<file path="src/rtl/wb_sdram_arbiter_pkg.sv">
// Shared types for the two-master SDRAM Wishbone arbiter.
// Pure declarations: no latency or backpressure of its own.
package wb_arb_pkg;

  typedef enum logic [1:0] {
    IDLE = 2'd0,
    OWN0 = 2'd1,
    OWN1 = 2'd2
  } arb_state_t;

  // Identifies a master: 0 = test master, 1 = UART loader.
  typedef logic owner_t;

  localparam logic [1:0] GRANT_NONE = 2'b00;
  localparam logic [1:0] GRANT_M0   = 2'b01;
  localparam logic [1:0] GRANT_M1   = 2'b10;

  // Owner selection from the cyc requests; 'prefer' breaks a tie.
  function automatic arb_state_t pick_owner(input logic c0, input logic c1, input owner_t prefer);
    if (c0 && c1) return prefer ? OWN1 : OWN0;
    if (c0)       return OWN0;
    if (c1)       return OWN1;
    return IDLE;
  endfunction

endpackage

</file>
<file path="src/rtl/wb_sdram_arbiter_if.sv">
// Classic Wishbone bus bundle; master modport drives the request, slave modport answers.
// No storage: latency and backpressure are those of the attached endpoints.
interface wb_sdram_arbiter_if #(
  parameter int ADDR_W = 32,
  parameter int DATA_W = 32
);
  localparam int SEL_W = DATA_W / 8;

  logic              cyc;
  logic              stb;
  logic              we;
  logic [ADDR_W-1:0] adr;
  logic [DATA_W-1:0] dat_w;
  logic [SEL_W-1:0]  sel;
  logic              ack;
  logic              err;
  logic [DATA_W-1:0] dat_r;

  modport master (output cyc, stb, we, adr, dat_w, sel, input  ack, err, dat_r);
  modport slave  (input  cyc, stb, we, adr, dat_w, sel, output ack, err, dat_r);
endinterface

</file>
<file path="src/rtl/wb_sdram_arbiter_watchdog.sv">
// Bus watchdog: fires for one cycle once stb has waited TIMEOUT cycles unanswered.
// Fire is combinational in the expiring cycle; an ack or err in that same cycle wins.
module wb_watchdog #(
  parameter int TIMEOUT = 1023
) (
  input  logic clock,
  input  logic reset,
  input  logic stb,
  input  logic ack,
  input  logic err,
  output logic fire
);
  localparam int CNT_W = $clog2(TIMEOUT);
  localparam logic [CNT_W-1:0] LAST = CNT_W'(TIMEOUT - 1);

  logic [CNT_W-1:0] cnt;

  assign fire = stb && !ack && !err && (cnt == LAST);

  always_ff @(posedge clock) begin
    if (reset) begin
      cnt <= '0;
    end else if (!stb || ack || err || fire) begin
      cnt <= '0;
    end else begin
      cnt <= cnt + 1'b1;
    end
  end
endmodule

</file>
<file path="src/rtl/wb_sdram_arbiter.sv">
// Two-master round-robin Wishbone arbiter for the SDRAM port; ownership is held for a whole cyc.
// Grant registered one cycle after cyc; slave stall stretches the owner, watchdog aborts with err.
module wb_sdram_arbiter
  import wb_arb_pkg::*;
#(
  parameter int ADDR_W  = 32,
  parameter int DATA_W  = 32,
  parameter int TIMEOUT = 1023
) (
  input  logic                  clock,
  input  logic                  reset,
  wb_sdram_arbiter_if.slave     io_m0,
  wb_sdram_arbiter_if.slave     io_m1,
  wb_sdram_arbiter_if.master    io_s,
  output logic [1:0]            io_grant,
  output logic                  io_timeout
);
  localparam int SEL_W = DATA_W / 8;

  arb_state_t state, state_nxt;
  owner_t     last_owner, last_owner_nxt;

  logic              s_cyc, s_stb, s_we;
  logic [ADDR_W-1:0] s_adr;
  logic [DATA_W-1:0] s_dat_w;
  logic [SEL_W-1:0]  s_sel;
  logic              fire;
  logic              own0_live, own1_live;

  always_ff @(posedge clock) begin
    if (reset) begin
      state      <= IDLE;
      last_owner <= 1'b1;
    end else begin
      state      <= state_nxt;
      last_owner <= last_owner_nxt;
    end
  end

  // On release the other master is preferred, giving a direct handoff with no idle bubble.
  always_comb begin
    state_nxt      = state;
    last_owner_nxt = last_owner;
    case (state)
      IDLE: state_nxt = pick_owner(io_m0.cyc, io_m1.cyc, ~last_owner);
      OWN0: if (!io_m0.cyc) begin
        state_nxt      = pick_owner(1'b0, io_m1.cyc, 1'b1);
        last_owner_nxt = 1'b0;
      end
      OWN1: if (!io_m1.cyc) begin
        state_nxt      = pick_owner(io_m0.cyc, 1'b0, 1'b0);
        last_owner_nxt = 1'b1;
      end
      default: state_nxt = IDLE;
    endcase
  end

  always_comb begin
    s_cyc   = 1'b0;
    s_stb   = 1'b0;
    s_we    = 1'b0;
    s_adr   = '0;
    s_dat_w = '0;
    s_sel   = '0;
    io_grant = GRANT_NONE;
    case (state)
      OWN0: begin
        s_cyc = io_m0.cyc; s_stb = io_m0.stb; s_we = io_m0.we;
        s_adr = io_m0.adr; s_dat_w = io_m0.dat_w; s_sel = io_m0.sel;
        io_grant = GRANT_M0;
      end
      OWN1: begin
        s_cyc = io_m1.cyc; s_stb = io_m1.stb; s_we = io_m1.we;
        s_adr = io_m1.adr; s_dat_w = io_m1.dat_w; s_sel = io_m1.sel;
        io_grant = GRANT_M1;
      end
      default: ;
    endcase
  end

  wb_watchdog #(.TIMEOUT(TIMEOUT)) u_watchdog (
    .clock (clock),
    .reset (reset),
    .stb   (s_cyc & s_stb),
    .ack   (io_s.ack),
    .err   (io_s.err),
    .fire  (fire)
  );

  // The abort cycle drops cyc/stb so the slave sees the transfer end.
  assign io_s.cyc   = s_cyc & ~fire;
  assign io_s.stb   = s_stb & ~fire;
  assign io_s.we    = s_we;
  assign io_s.adr   = s_adr;
  assign io_s.dat_w = s_dat_w;
  assign io_s.sel   = s_sel;

  assign own0_live = (state == OWN0) && io_m0.cyc;
  assign own1_live = (state == OWN1) && io_m1.cyc;

  assign io_m0.ack   = own0_live & io_s.ack;
  assign io_m0.err   = own0_live & (io_s.err | fire);
  assign io_m0.dat_r = io_s.dat_r;
  assign io_m1.ack   = own1_live & io_s.ack;
  assign io_m1.err   = own1_live & (io_s.err | fire);
  assign io_m1.dat_r = io_s.dat_r;

  assign io_timeout = fire;
endmodule

</file>
<file path="src/flat_wrapper.sv">
// flat-port wrapper written by rule: the top's interface ports become plain ports
module wb_sdram_arbiter_flat import wb_arb_pkg::*;
#(
  parameter int ADDR_W  = 32,
  parameter int DATA_W  = 32,
  parameter int TIMEOUT = 1023
)
  (clock, reset, io_grant, io_timeout, io_m0_cyc, io_m0_stb, io_m0_we, io_m0_adr, io_m0_dat_w, io_m0_sel, io_m0_ack, io_m0_err, io_m0_dat_r, io_m1_cyc, io_m1_stb, io_m1_we, io_m1_adr, io_m1_dat_w, io_m1_sel, io_m1_ack, io_m1_err, io_m1_dat_r, io_s_cyc, io_s_stb, io_s_we, io_s_adr, io_s_dat_w, io_s_sel, io_s_ack, io_s_err, io_s_dat_r);
  wb_sdram_arbiter_if #(.ADDR_W(ADDR_W), .DATA_W(DATA_W)) io_m0_i ();
  wb_sdram_arbiter_if #(.ADDR_W(ADDR_W), .DATA_W(DATA_W)) io_m1_i ();
  wb_sdram_arbiter_if #(.ADDR_W(ADDR_W), .DATA_W(DATA_W)) io_s_i ();
  input  logic clock;
  input  logic reset;
  output logic [1:0] io_grant;
  output logic io_timeout;
  input wire logic [$bits(io_m0_i.cyc)-1:0] io_m0_cyc;
  input wire logic [$bits(io_m0_i.stb)-1:0] io_m0_stb;
  input wire logic [$bits(io_m0_i.we)-1:0] io_m0_we;
  input wire logic [$bits(io_m0_i.adr)-1:0] io_m0_adr;
  input wire logic [$bits(io_m0_i.dat_w)-1:0] io_m0_dat_w;
  input wire logic [$bits(io_m0_i.sel)-1:0] io_m0_sel;
  output wire logic [$bits(io_m0_i.ack)-1:0] io_m0_ack;
  output wire logic [$bits(io_m0_i.err)-1:0] io_m0_err;
  output wire logic [$bits(io_m0_i.dat_r)-1:0] io_m0_dat_r;
  input wire logic [$bits(io_m1_i.cyc)-1:0] io_m1_cyc;
  input wire logic [$bits(io_m1_i.stb)-1:0] io_m1_stb;
  input wire logic [$bits(io_m1_i.we)-1:0] io_m1_we;
  input wire logic [$bits(io_m1_i.adr)-1:0] io_m1_adr;
  input wire logic [$bits(io_m1_i.dat_w)-1:0] io_m1_dat_w;
  input wire logic [$bits(io_m1_i.sel)-1:0] io_m1_sel;
  output wire logic [$bits(io_m1_i.ack)-1:0] io_m1_ack;
  output wire logic [$bits(io_m1_i.err)-1:0] io_m1_err;
  output wire logic [$bits(io_m1_i.dat_r)-1:0] io_m1_dat_r;
  output wire logic [$bits(io_s_i.cyc)-1:0] io_s_cyc;
  output wire logic [$bits(io_s_i.stb)-1:0] io_s_stb;
  output wire logic [$bits(io_s_i.we)-1:0] io_s_we;
  output wire logic [$bits(io_s_i.adr)-1:0] io_s_adr;
  output wire logic [$bits(io_s_i.dat_w)-1:0] io_s_dat_w;
  output wire logic [$bits(io_s_i.sel)-1:0] io_s_sel;
  input wire logic [$bits(io_s_i.ack)-1:0] io_s_ack;
  input wire logic [$bits(io_s_i.err)-1:0] io_s_err;
  input wire logic [$bits(io_s_i.dat_r)-1:0] io_s_dat_r;
  assign io_m0_i.cyc = io_m0_cyc;
  assign io_m0_i.stb = io_m0_stb;
  assign io_m0_i.we = io_m0_we;
  assign io_m0_i.adr = io_m0_adr;
  assign io_m0_i.dat_w = io_m0_dat_w;
  assign io_m0_i.sel = io_m0_sel;
  assign io_m0_ack = io_m0_i.ack;
  assign io_m0_err = io_m0_i.err;
  assign io_m0_dat_r = io_m0_i.dat_r;
  assign io_m1_i.cyc = io_m1_cyc;
  assign io_m1_i.stb = io_m1_stb;
  assign io_m1_i.we = io_m1_we;
  assign io_m1_i.adr = io_m1_adr;
  assign io_m1_i.dat_w = io_m1_dat_w;
  assign io_m1_i.sel = io_m1_sel;
  assign io_m1_ack = io_m1_i.ack;
  assign io_m1_err = io_m1_i.err;
  assign io_m1_dat_r = io_m1_i.dat_r;
  assign io_s_cyc = io_s_i.cyc;
  assign io_s_stb = io_s_i.stb;
  assign io_s_we = io_s_i.we;
  assign io_s_adr = io_s_i.adr;
  assign io_s_dat_w = io_s_i.dat_w;
  assign io_s_sel = io_s_i.sel;
  assign io_s_i.ack = io_s_ack;
  assign io_s_i.err = io_s_err;
  assign io_s_i.dat_r = io_s_dat_r;
  wb_sdram_arbiter #(.ADDR_W(ADDR_W), .DATA_W(DATA_W), .TIMEOUT(TIMEOUT)) u_core (.clock(clock), .reset(reset), .io_m0(io_m0_i), .io_m1(io_m1_i), .io_s(io_s_i), .io_grant(io_grant), .io_timeout(io_timeout));
endmodule
</file>
<file path="config.mk">
export PLATFORM = sky130hd
export DESIGN_NAME = wb_sdram_arbiter_flat
export DESIGN_NICKNAME = d
export VERILOG_FILES = /design/src/rtl/wb_sdram_arbiter_pkg.sv /design/src/rtl/wb_sdram_arbiter_if.sv /design/src/rtl/wb_sdram_arbiter_watchdog.sv /design/src/rtl/wb_sdram_arbiter.sv /design/src/flat_wrapper.sv
export SDC_FILE = /design/constraint.sdc
export NUM_CORES = 1
export LEC_CHECK = 0
export ABC_AREA = 1
export BUFFER_PORTS_ARGS = -buffer_cell sky130_fd_sc_hd__buf_2
export CORE_AREA = 8 8 119 121
export DETAILED_ROUTE_END_ITERATION = 10
export DIE_AREA = 0 0 127 129
export PLACE_DENSITY = 0.53
export SYNTH_ARGS = -nofsm -noshare
export SYNTH_HDL_FRONTEND = slang
export SYNTH_SLANG_ARGS = --single-unit
</file>
<file path="constraint.sdc">
create_clock -name clock -period 3.8 [get_ports clock]
set_clock_uncertainty 0.05 [all_clocks]
set_input_delay 0.38 -clock clock [delete_from_list [all_inputs] [get_ports clock]]
set_output_delay 0.38 -clock clock [all_outputs]
set_load 0.05 [all_outputs]
</file>
==> metrics, run 1 <==
status=finished, final reports clean; remaining global-route overflow=0; parity-gate share of the synthesized area counting xor and xnor cells=0.0193; mean cell area of the mapped netlist=approximately 5.5 sq um; worst hold path depth=3; clock transition at the register clock pins on the worst setup and hold paths after CTS=0.04 ns; area delta synth->final=38.3%; Max VDD drop=about 140 uV; area of the mapped netlist=around 2300 sq um; proportion of synthesized area in mux cells=0; first-pass GRT wire length=between 15 and 20 mm; Clock Sink Count=13; worst min-delay path class=in -> reg; H-tree levels=1; Clock Tree Root=sky130_fd_sc_hd__clkbuf_16; maximum clock frequency=approximately 0.36 GHz; number of enable flip-flop cells after synthesis=0; setup repair after global routing missed its margin=no; row count=41; sequential area share after synthesis=0.115; Critical Path Fanout Max=32; number of buffers between clock root and the deepest sink=2; Final Max Slew Viols=0; number of nets with antenna violations after detailed routing=0; number of synthesized register bits=13; starting DRC count in detailed routing=approximately 120; Post-CTS Setup Inserts=0; total length of routed wires=around 11 mm; Worst setup EP type=output port; GP Congestion=roughly 0.84; Worst R2R Start=u_core.state[0]$_SDFFE_PP0P_; maximum number of pins on one net before global-route repair=a little under 60; maxcap violations=0; overall via count from detail_route=about 2900; Power, Total=around 1.4 mW; number of buffers added by the clock tree synthesis step=3; # DRC=0; antenna fix cells=0; post-cts resize count=0; number of nets produced by synthesis=roughly 600; count of hold buffers inserted by post-cts repair=0; vias per cell=4.05; TritonCTS clock tree=yes; FF/Latch Area=260 sq um; library cells used by synthesis=22; Synthesis Warnings=0; setup TNS after final layout=0 ns; biggest area consumer among synthesized cells=sky130_fd_sc_hd__nand2_1; Simple-Gate Fraction of Synth Area=0.358; required time of the critical path=between 3 and 4 ns; critical path arrival=2.33 ns; Std-Cell Core Area=12300 sq um; via count of the first global-routing pass=between 2000 and 3000; Primary FF master, synth=sky130_fd_sc_hd__dfxtp_1; post-DR wirelength/cell=roughly 15 um; clock latency reported for the late side of the worst-skew pair=roughly 0.24 ns; initial antenna violation count=0; largest family of logic cells by synthesized area=simple AND/OR/NAND/NOR gates; Starting Density=0.184; area enclosed by the die boundary=about 16000 sq um; FILL cells=1458; port bufs=223; footprint of the multi-input gates=between 1000 and 1500 sq um; Compound-Gate Fraction of Synth Area=0.177; most frequently used cell type in the post-synthesis netlist=sky130_fd_sc_hd__nand2_1; power density normalized to cell area=about 440 nW/um^2; CP startpoint=u_core.state[0]$_SDFFE_PP0P_; Min Clock Period, post-route=2.76 ns; Post-Route Utilization=0.255; Chip Width=approximately 130 um; post-synthesis async set-or-reset flop share=0; total global-route track usage=0.119; post-detailed-placement half-perimeter wirelength=roughly 9.2 mm; most frequent cells after synthesis=sky130_fd_sc_hd__nand2_1, sky130_fd_sc_hd__a21oi_1, sky130_fd_sc_hd__buf_4; number of endpoints failing setup at the final stage=0; start-to-end type of the worst setup path=reg -> out; number of detailed-routing iterations run before antenna repair=4; net count of the finished layout=between 700 and 800; Max-Slew Margin vs Limit=0.563; area share of the largest cell type after synthesis=0.277; leakage power of the design=about 1.6 nW; worst reg-to-reg path cell count=8; launch instance of the worst min-delay path=io_m1_cyc; synthesized instance count=approximately 420; Tcrit/Tclk final=0.727; share of layout cells above drive strength 1=0.427; hold violation count in the final report=0; sort of element at the start of the critical path=flip-flop; largest cells by area after synthesis=sky130_fd_sc_hd__nand2_1, sky130_fd_sc_hd__buf_4, sky130_fd_sc_hd__a21oi_1, sky130_fd_sc_hd__dfxtp_1, sky130_fd_sc_hd__ha_1; Slew @ Worst Pin=about 0.66 ns; arithmetic-cell share of the synthesized area counting full adders, half adders and majority gates=0.0442; vertical die dimension=129 um; Boundary Pins=320
==> final timing paths <==
kind / to / slack (ns)
setup / recovery: io_m1_err / 1.04
hold / removal: u_core.state[1]$_SDFFE_PP0P_ / 0.40
setup reg to reg: u_core.u_watchdog.cnt[8]$_SDFF_PP0_ / 1.84
hold reg to reg: u_core.u_watchdog.cnt[0]$_SDFF_PP0_ / 0.41
==> report_power, final <==
| part | switching, mW | internal, mW | total, mW |
|---|---|---|---|
| combinational | 0.790 | 0.253 | 1.04 |
| sequential | 0.00837 | 0.145 | 0.153 |
| clock | 0.0553 | 0.141 | 0.197 |
| total | 0.854 | 0.539 | 1.39 |
==> stage by stage <==
stage | setup slack, ns | instance area [sq um] | std cells | hold slack (ns)
after detailed placement | 1.25 | 3060 | 704 | 0.402
after CTS | 0.983 | 3130 | 708 | 0.394
after global routing | 0.759 | 3130 | 708 | 0.407
final | 1.04 | 3130 | 708 | 0.398
after floorplan | 1.35 | 2270 | 415 | 0.380
after global placement | 1.28 | 3060 | 704 | 0.399
==> registers in the layout, indices dropped and copies added, names as in the netlist <==
signal                 cells
u_core.last_owner          1
u_core.state               2
u_core.u_watchdog.cnt     10
==> placed cells by master (no fill, tap or decap), drive strengths merged, types with 2 or more instances in the layout <==
cell	count
a21oi	73
buf	226
clkbuf	4
dfxtp	13
ha	8
inv	19
nand2	171
nand3	6
nor2	24
o21ai	4
xnor2	2
xor2	3
==> critical path, stage by stage (launching register included) <==
cell and delay, ns:
sky130_fd_sc_hd__dfxtp_1 0.34, sky130_fd_sc_hd__inv_1 0.12, sky130_fd_sc_hd__ha_2 0.62, sky130_fd_sc_hd__nand2_2 0.14, sky130_fd_sc_hd__nand2_2 0.13, sky130_fd_sc_hd__nand2_2 0.09, sky130_fd_sc_hd__nor2_4 0.14, sky130_fd_sc_hd__nand2_1 0.09
sky130_fd_sc_hd__a21oi_1 0.12, sky130_fd_sc_hd__buf_2 0.28
==> kinds of logic (layout without fill, tap and decap cells) <==
group / after synthesis / after routing
AO/OA/AOI/OAI: 79 / 79
XOR/XNOR: 5 / 5
AND/OR/NAND/NOR: 204 / 204
buffers and inverters: 106 / 249
adder cells (fa/ha/maj): 8 / 8
flip-flops: 13 / 13
==> layout make-up <==
cell class                      instances  area share
Inverter                               19      0.0228
Multi-Input combinational cell        296       0.434
Tap cell                              150      0.0599
Timing Repair Buffer                  226       0.375
Sequential cell                        13      0.0830
Clock buffer                            4      0.0251
==> metal layers <==
metal	wire (um)	track usage
met1	4060	0.128
met2	5470	0.213
met3	1270	0.0550
met4	36	0.0175
met5	0	0
Power figures use the tool's default switching activity.
==> run 2, diff against run 1 <==
- CORE_AREA: 8 8 119 121 -> 8 8 117 119
- DIE_AREA: 0 0 127 129 -> 0 0 125 127
- PLACE_DENSITY: 0.53 -> 0.56
- clock period: 3.8 -> 2.52 ns (I/O delays scaled with it)
==> metrics, run 2 (synthesis gave the netlist of run 1 again) <==
TritonCTS clock tree=yes; vias per cell=4.21 (+4.0%); most frequent standard cell in the layout excluding fill and tap cells=sky130_fd_sc_hd__buf_2; Reg2Reg Setup Slack=0.99 ns (-0.85 ns); crit path capture=io_s_dat_w[7]; Slew @ Worst Pin=0.364 ns (-0.292 ns); post-cts resize count=0 (unchanged); post-placement setup slack=0.419 ns (-0.829 ns); sort of element at the start of the critical path=flip-flop; # DRC=0 (unchanged); share of layout cells above drive strength 1=0.429 (+0.00205); via count of the first global-routing pass=2993 (+0.91%); post-detailed-placement half-perimeter wirelength=8.90 mm (-3.5%); Worst setup EP type=output port; clock transition at the register clock pins on the worst setup and hold paths after CTS=0.05 ns (about the same); Clock Tree Root=sky130_fd_sc_hd__clkbuf_16; Chip Width=125 um (-1.6%); Max VDD drop=246 uV (+78%); Post-CTS Setup Inserts=0 (unchanged); row count=40 (-2.4%); start-to-end type of the worst setup path=reg -> out; Largest regs=u_core.u_watchdog.cnt x10, u_core.state x2, u_core.last_owner x1; first-pass GRT wire length=15.9 mm (+0.70%); vertical die dimension=127 um (-1.6%); leakage power of the design=1.58 nW (+0.93%); setup TNS after final layout=0 ns (unchanged); Worst R2R Start=u_core.state[0]$_SDFFE_PP0P_; area delta synth->final=39.4%; Final Max Slew Viols=0 (unchanged); worst-case hold slack=0.259 ns (-0.139 ns); register containing the most flip-flops in the final layout=u_core.u_watchdog.cnt; number of buffers between clock root and the deepest sink=2 (unchanged); number of detailed-routing iterations run before antenna repair=4 (unchanged); port bufs=223 (unchanged); maxcap violations=0 (unchanged); Min Clock Period, post-route=roughly 2.4 ns; Tcrit/Tclk final=0.946; clock latency reported for the late side of the worst-skew pair=0.25 ns (about the same); CP startpoint=u_core.state[0]$_SDFFE_PP0P_; Boundary Pins=320 (unchanged); area enclosed by the die boundary=15900 sq um (-3.1%); Critical Path Fanout Max=24 (-25%); worst min-delay path class=in -> reg; net count of the finished layout=747 (+0.27%); post-DR wirelength/cell=14.8 um (-3.4%); Std-Cell Core Area=11800 sq um (-4.1%); worst path setup slack after routing=0.136 ns (-0.901 ns); initial antenna violation count=0 (unchanged); total global-route track usage=0.121 (+0.00175); number of buffers added by the clock tree synthesis step=3 (unchanged); Starting Density=0.192 (+0.00780); number of flip-flops in the largest register=10 (unchanged); total length of routed wires=10.5 mm (-3.5%); number of nets with antenna violations after detailed routing=0 (unchanged); maximum number of pins on one net before global-route repair=71 (+20%); Max-Slew Margin vs Limit=0.756 (+0.194); critical path arrival=2.08 ns (-0.25 ns); number of endpoints failing setup at the final stage=0 (unchanged); remaining global-route overflow=0 (unchanged); most used cells in the layout excluding fill and tap cells=sky130_fd_sc_hd__buf_2, sky130_fd_sc_hd__nand2_1, sky130_fd_sc_hd__a21oi_1; count of hold buffers inserted by post-cts repair=0 (unchanged); power density normalized to cell area=679 nW/um^2 (+53%); Clock Sink Count=13 (unchanged); maximum clock frequency=approximately 0.42 GHz; hold violation count in the final report=0 (unchanged); status=finished, final reports clean; H-tree levels=1 (unchanged); instance area at placement=3080 sq um (+0.78%); Power, Total=2.14 mW (+54%); endpoint of the most critical register-to-register path=u_core.u_watchdog.cnt[6]$_SDFF_PP0_; overall via count from detail_route=2975 (+3.9%); GP Congestion=0.793 (-5.7%); starting DRC count in detailed routing=78 (-37%); required time of the critical path=2.22 ns (-1.15 ns); setup repair after global routing missed its margin=no; antenna fix cells=0 (unchanged); worst reg-to-reg path cell count=8 (unchanged); final cell area excluding filler cells=3160 sq um (+0.76%)
run 2: metrics by stage:
step,util,std cells
after floorplan,-,415
after global placement,0.261,703
after detailed placement,0.261,703
after CTS,0.267,707
after global routing,0.267,707
final,0.267,707
run 2: routing by layer:
metal	part of all wire	global-route usage	up-vias
met2	0.51	0.225	170
met1	0.36	0.120	1260
met5	0	0	-
li1	-	-	1524
met3	0.12	0.0528	21
met4	0.016	0.0330	0
run 2: area by class of cell:
cell class | instances | area, sq um
fillers | 1383 | 8650
multi-input cells | 296 | 1360
repair buffers | 228 | 1200
flip-flops and latches | 13 | 260
well taps | 147 | 184
clock buffers | 4 | 78.8
inverters | 19 | 71.3
run 2: power breakdown:
group	internal (mW)	total, mW	switching (mW)
logic	0.415	1.61	1.19
clock network	0.214	0.305	0.0915
registers	0.218	0.231	0.0125
total	0.847	2.14	1.30
run 2: worst min-delay path by stage:
stage | start | end | depth (start not counted)
3_3_place_gp | u_core.u_watchdog.cnt[0]$_SDFF_PP0_ | u_core.u_watchdog.cnt[0]$_SDFF_PP0_ | 1
4_1_cts | io_m0_cyc | u_core.state[0]$_SDFFE_PP0P_ | 3
6_report | io_m0_cyc | u_core.state[0]$_SDFFE_PP0P_ | 3
2_1_floorplan | io_m1_cyc | u_core.state[1]$_SDFFE_PP0P_ | 2
5_1_grt | io_m0_cyc | u_core.state[0]$_SDFFE_PP0P_ | 3
3_5_place_dp | u_core.u_watchdog.cnt[0]$_SDFF_PP0_ | u_core.u_watchdog.cnt[0]$_SDFF_PP0_ | 1
run 2: critical path, cell delays in order, from the launching register on:
cell and delay [ns]:
sky130_fd_sc_hd__dfxtp_1 0.40, sky130_fd_sc_hd__inv_1 0.10, sky130_fd_sc_hd__ha_1 0.36, sky130_fd_sc_hd__inv_2 0.18
sky130_fd_sc_hd__buf_12 0.21, sky130_fd_sc_hd__buf_12 0.15, sky130_fd_sc_hd__a21oi_1 0.14, sky130_fd_sc_hd__buf_2 0.29
==> run 3, diff against run 2 <==
==> constraint.sdc (replaced) <==
create_clock -name clock -period 2.52 [get_ports clock]
set_clock_uncertainty 0.05 [all_clocks]
set_input_delay 0.756 -clock clock [delete_from_list [all_inputs] [get_ports clock]]
set_output_delay 0.756 -clock clock [all_outputs]
set_load 0.05 [all_outputs]
==> metrics, run 3 (synthesis gave the netlist of run 1 again) <==
leakage power of the design=1.72 nW (+9.3%); Final Max Slew Viols=0 (unchanged); antenna fix cells=0 (unchanged); most used cells in the layout excluding fill and tap cells=sky130_fd_sc_hd__nand2_1, sky130_fd_sc_hd__buf_2, sky130_fd_sc_hd__a21oi_2; Slew @ Worst Pin=0.366 ns (+0.00163 ns); Reg2Reg Setup Slack=1.00 ns (about the same); number of flip-flops in the largest register=10 (unchanged); total length of routed wires=11.8 mm (+12%); post-placement setup slack=0.00513 ns (-0.414 ns); Max-Slew Margin vs Limit=0.755 (-0.00109); power density normalized to cell area=678 nW/um^2 (-0.11%); placed cells=712 (+1.3%); required time of the critical path=1.71 ns (-0.51 ns); count of hold buffers inserted by post-cts repair=0 (unchanged); starting DRC count in detailed routing=69 (-12%); number of buffers added by the clock tree synthesis step=3 (unchanged); Clock Tree Root=sky130_fd_sc_hd__clkbuf_16; instance area at placement=3440 sq um (+12%); register containing the most flip-flops in the final layout=u_core.u_watchdog.cnt; vertical die dimension=127 um (unchanged); clock transition at the register clock pins on the worst setup and hold paths after CTS=0.05 ns (about the same); Starting Density=0.192 (unchanged); GP Congestion=0.774 (-2.4%); Critical Path Fanout Max=17 (-29%); sort of element at the start of the critical path=flip-flop; number of endpoints failing setup at the final stage=0 (unchanged); first-pass GRT wire length=16.4 mm (+3.2%); clock latency reported for the late side of the worst-skew pair=0.24 ns (about the same); most frequent standard cell in the layout excluding fill and tap cells=sky130_fd_sc_hd__nand2_1; number of nets with antenna violations after detailed routing=0 (unchanged); Post-Route Utilization=0.334 (+0.0671); worst min-delay path class=reg -> reg; TritonCTS clock tree=yes; number of detailed-routing iterations run before antenna repair=4 (unchanged); port bufs=223 (unchanged); Largest regs=u_core.u_watchdog.cnt x10, u_core.state x2, u_core.last_owner x1; start-to-end type of the worst setup path=reg -> out; H-tree levels=1 (unchanged); overall via count from detail_route=2994 (+0.64%); post-DR wirelength/cell=16.3 um (+9.9%); final cell area excluding filler cells=3950 sq um (+25%); Chip Width=125 um (unchanged); initial antenna violation count=0 (unchanged); row count=40 (unchanged); FILL cells=1317 (-4.8%); Tcrit/Tclk final=0.993 (+0.0466); number of buffers between clock root and the deepest sink=2 (unchanged); delay contributed by the slowest stage of the critical path=0.35 ns (-0.05 ns); highest-delay cell along the critical path=sky130_fd_sc_hd__dfxtp_4; # DRC=0 (unchanged); maximum number of pins on one net before global-route repair=51 (-28%); share of layout cells above drive strength 1=0.578 (+0.150); area enclosed by the die boundary=15900 sq um (unchanged); Boundary Pins=320 (unchanged); Max VDD drop=249 uV (+1.0%); worst path setup slack after routing=0.0187 ns (-0.118 ns); post-detailed-placement half-perimeter wirelength=9.46 mm (+6.2%); total global-route track usage=0.127 (+0.00626); maximum clock frequency=0.400 GHz (-4.7%); most frequent cell on the critical path=sky130_fd_sc_hd__buf_12; critical path arrival=1.70 ns (-0.38 ns); vias per cell=4.14 (-1.6%); hold violation count in the final report=0 (unchanged); via count of the first global-routing pass=2924 (-2.3%); net count of the finished layout=763 (+2.1%); Std-Cell Core Area=11800 sq um (unchanged); remaining global-route overflow=0 (unchanged); Clock Sink Count=13 (unchanged); critical path cell sequence=inv_2 > ha_4 > buf_12 > buf_12 > buf_4 > nand2_1 > a21oi_2 > buf_6; number of standard cells in the layout, taps in and fillers out=723 (+2.3%); area delta synth->final=74.3%; Min Clock Period, post-route=2.50 ns (+0.118 ns); status=finished, final reports clean; maxcap violations=0 (unchanged); Worst setup EP type=output port; setup repair after global routing missed its margin=yes
## run 3: cell types whose count changed in the layout (fill, tap and decap cells not counted), sizes merged
| cell | delta |
|---|---|
| clkinv | +2 |
| clkbuf | +20 |
| inv | -1 |
| buf | -5 |
## run 3: final cells by class
cell class	instances	area (sq um)	area share
clock buffer	3	75.1	0.0190
clock inverter	1	5.00	0.00127
inverter	19	78.8	0.0200
multi-input combinational	296	1660	0.420
sequential	13	268	0.0678
tap	147	184	0.0466
timing repair buffer	244	1680	0.425
## run 3: layer usage
| layer | wire (um) | global-route usage | up-vias |
|---|---|---|---|
| met5 | 0 | 0 | - |
| met3 | 1140 | 0.0620 | 9 |
| met2 | 5920 | 0.225 | 163 |
| met1 | 4580 | 0.136 | 1263 |
| li1 | - | - | 1559 |
| met4 | 121 | 0.0215 | 0 |
## run 3: worst max-delay path: cells and delay by family (launching register included)
kind	cells	cell delay, ns
flops	1	0.35
fa+ha+maj	1	0.19
simple gates	1	0.07
buf+inv	5	0.69
compound gates	1	0.15
## run 3: path summary, 6_finish.rpt
kind / from / endpoint / depth (start not counted)
setup / recovery: u_core.state[0]$_SDFFE_PP0P_ / io_s_adr[4] / 8
hold / removal: u_core.u_watchdog.cnt[0]$_SDFF_PP0_ / u_core.u_watchdog.cnt[0]$_SDFF_PP0_ / 1
setup reg to reg: u_core.state[0]$_SDFFE_PP0P_ / u_core.u_watchdog.cnt[6]$_SDFF_PP0_ / 9
hold reg to reg: u_core.u_watchdog.cnt[0]$_SDFF_PP0_ / u_core.u_watchdog.cnt[0]$_SDFF_PP0_ / 1
## run 3: per-stage QoR
stage               power [mW]  hold WS, ns  setup TNS [ns]
floorplan                 1.78        0.380           -2.30
global placement          2.10        0.397               0
detailed placement        2.10        0.401               0
CTS                       2.52        0.412               0
global route              2.83        0.467          -0.620
finish                    2.68        0.407               0
## run 3: power breakdown
part | switching, mW | internal (mW) | total (mW)
Combinational | 1.42 | 0.715 | 2.14
Clock | 0.0916 | 0.211 | 0.303
Sequential | 0.0168 | 0.222 | 0.239
Total | 1.53 | 1.15 | 2.68
## run 3: what timing repair did
action,in CTS,in global routing
cloned,0,3
hold endpoints to repair,0,0
resized for setup,60,49
buffers inserted,1,3
pin swaps,1,6
setup endpoints to repair,74,41
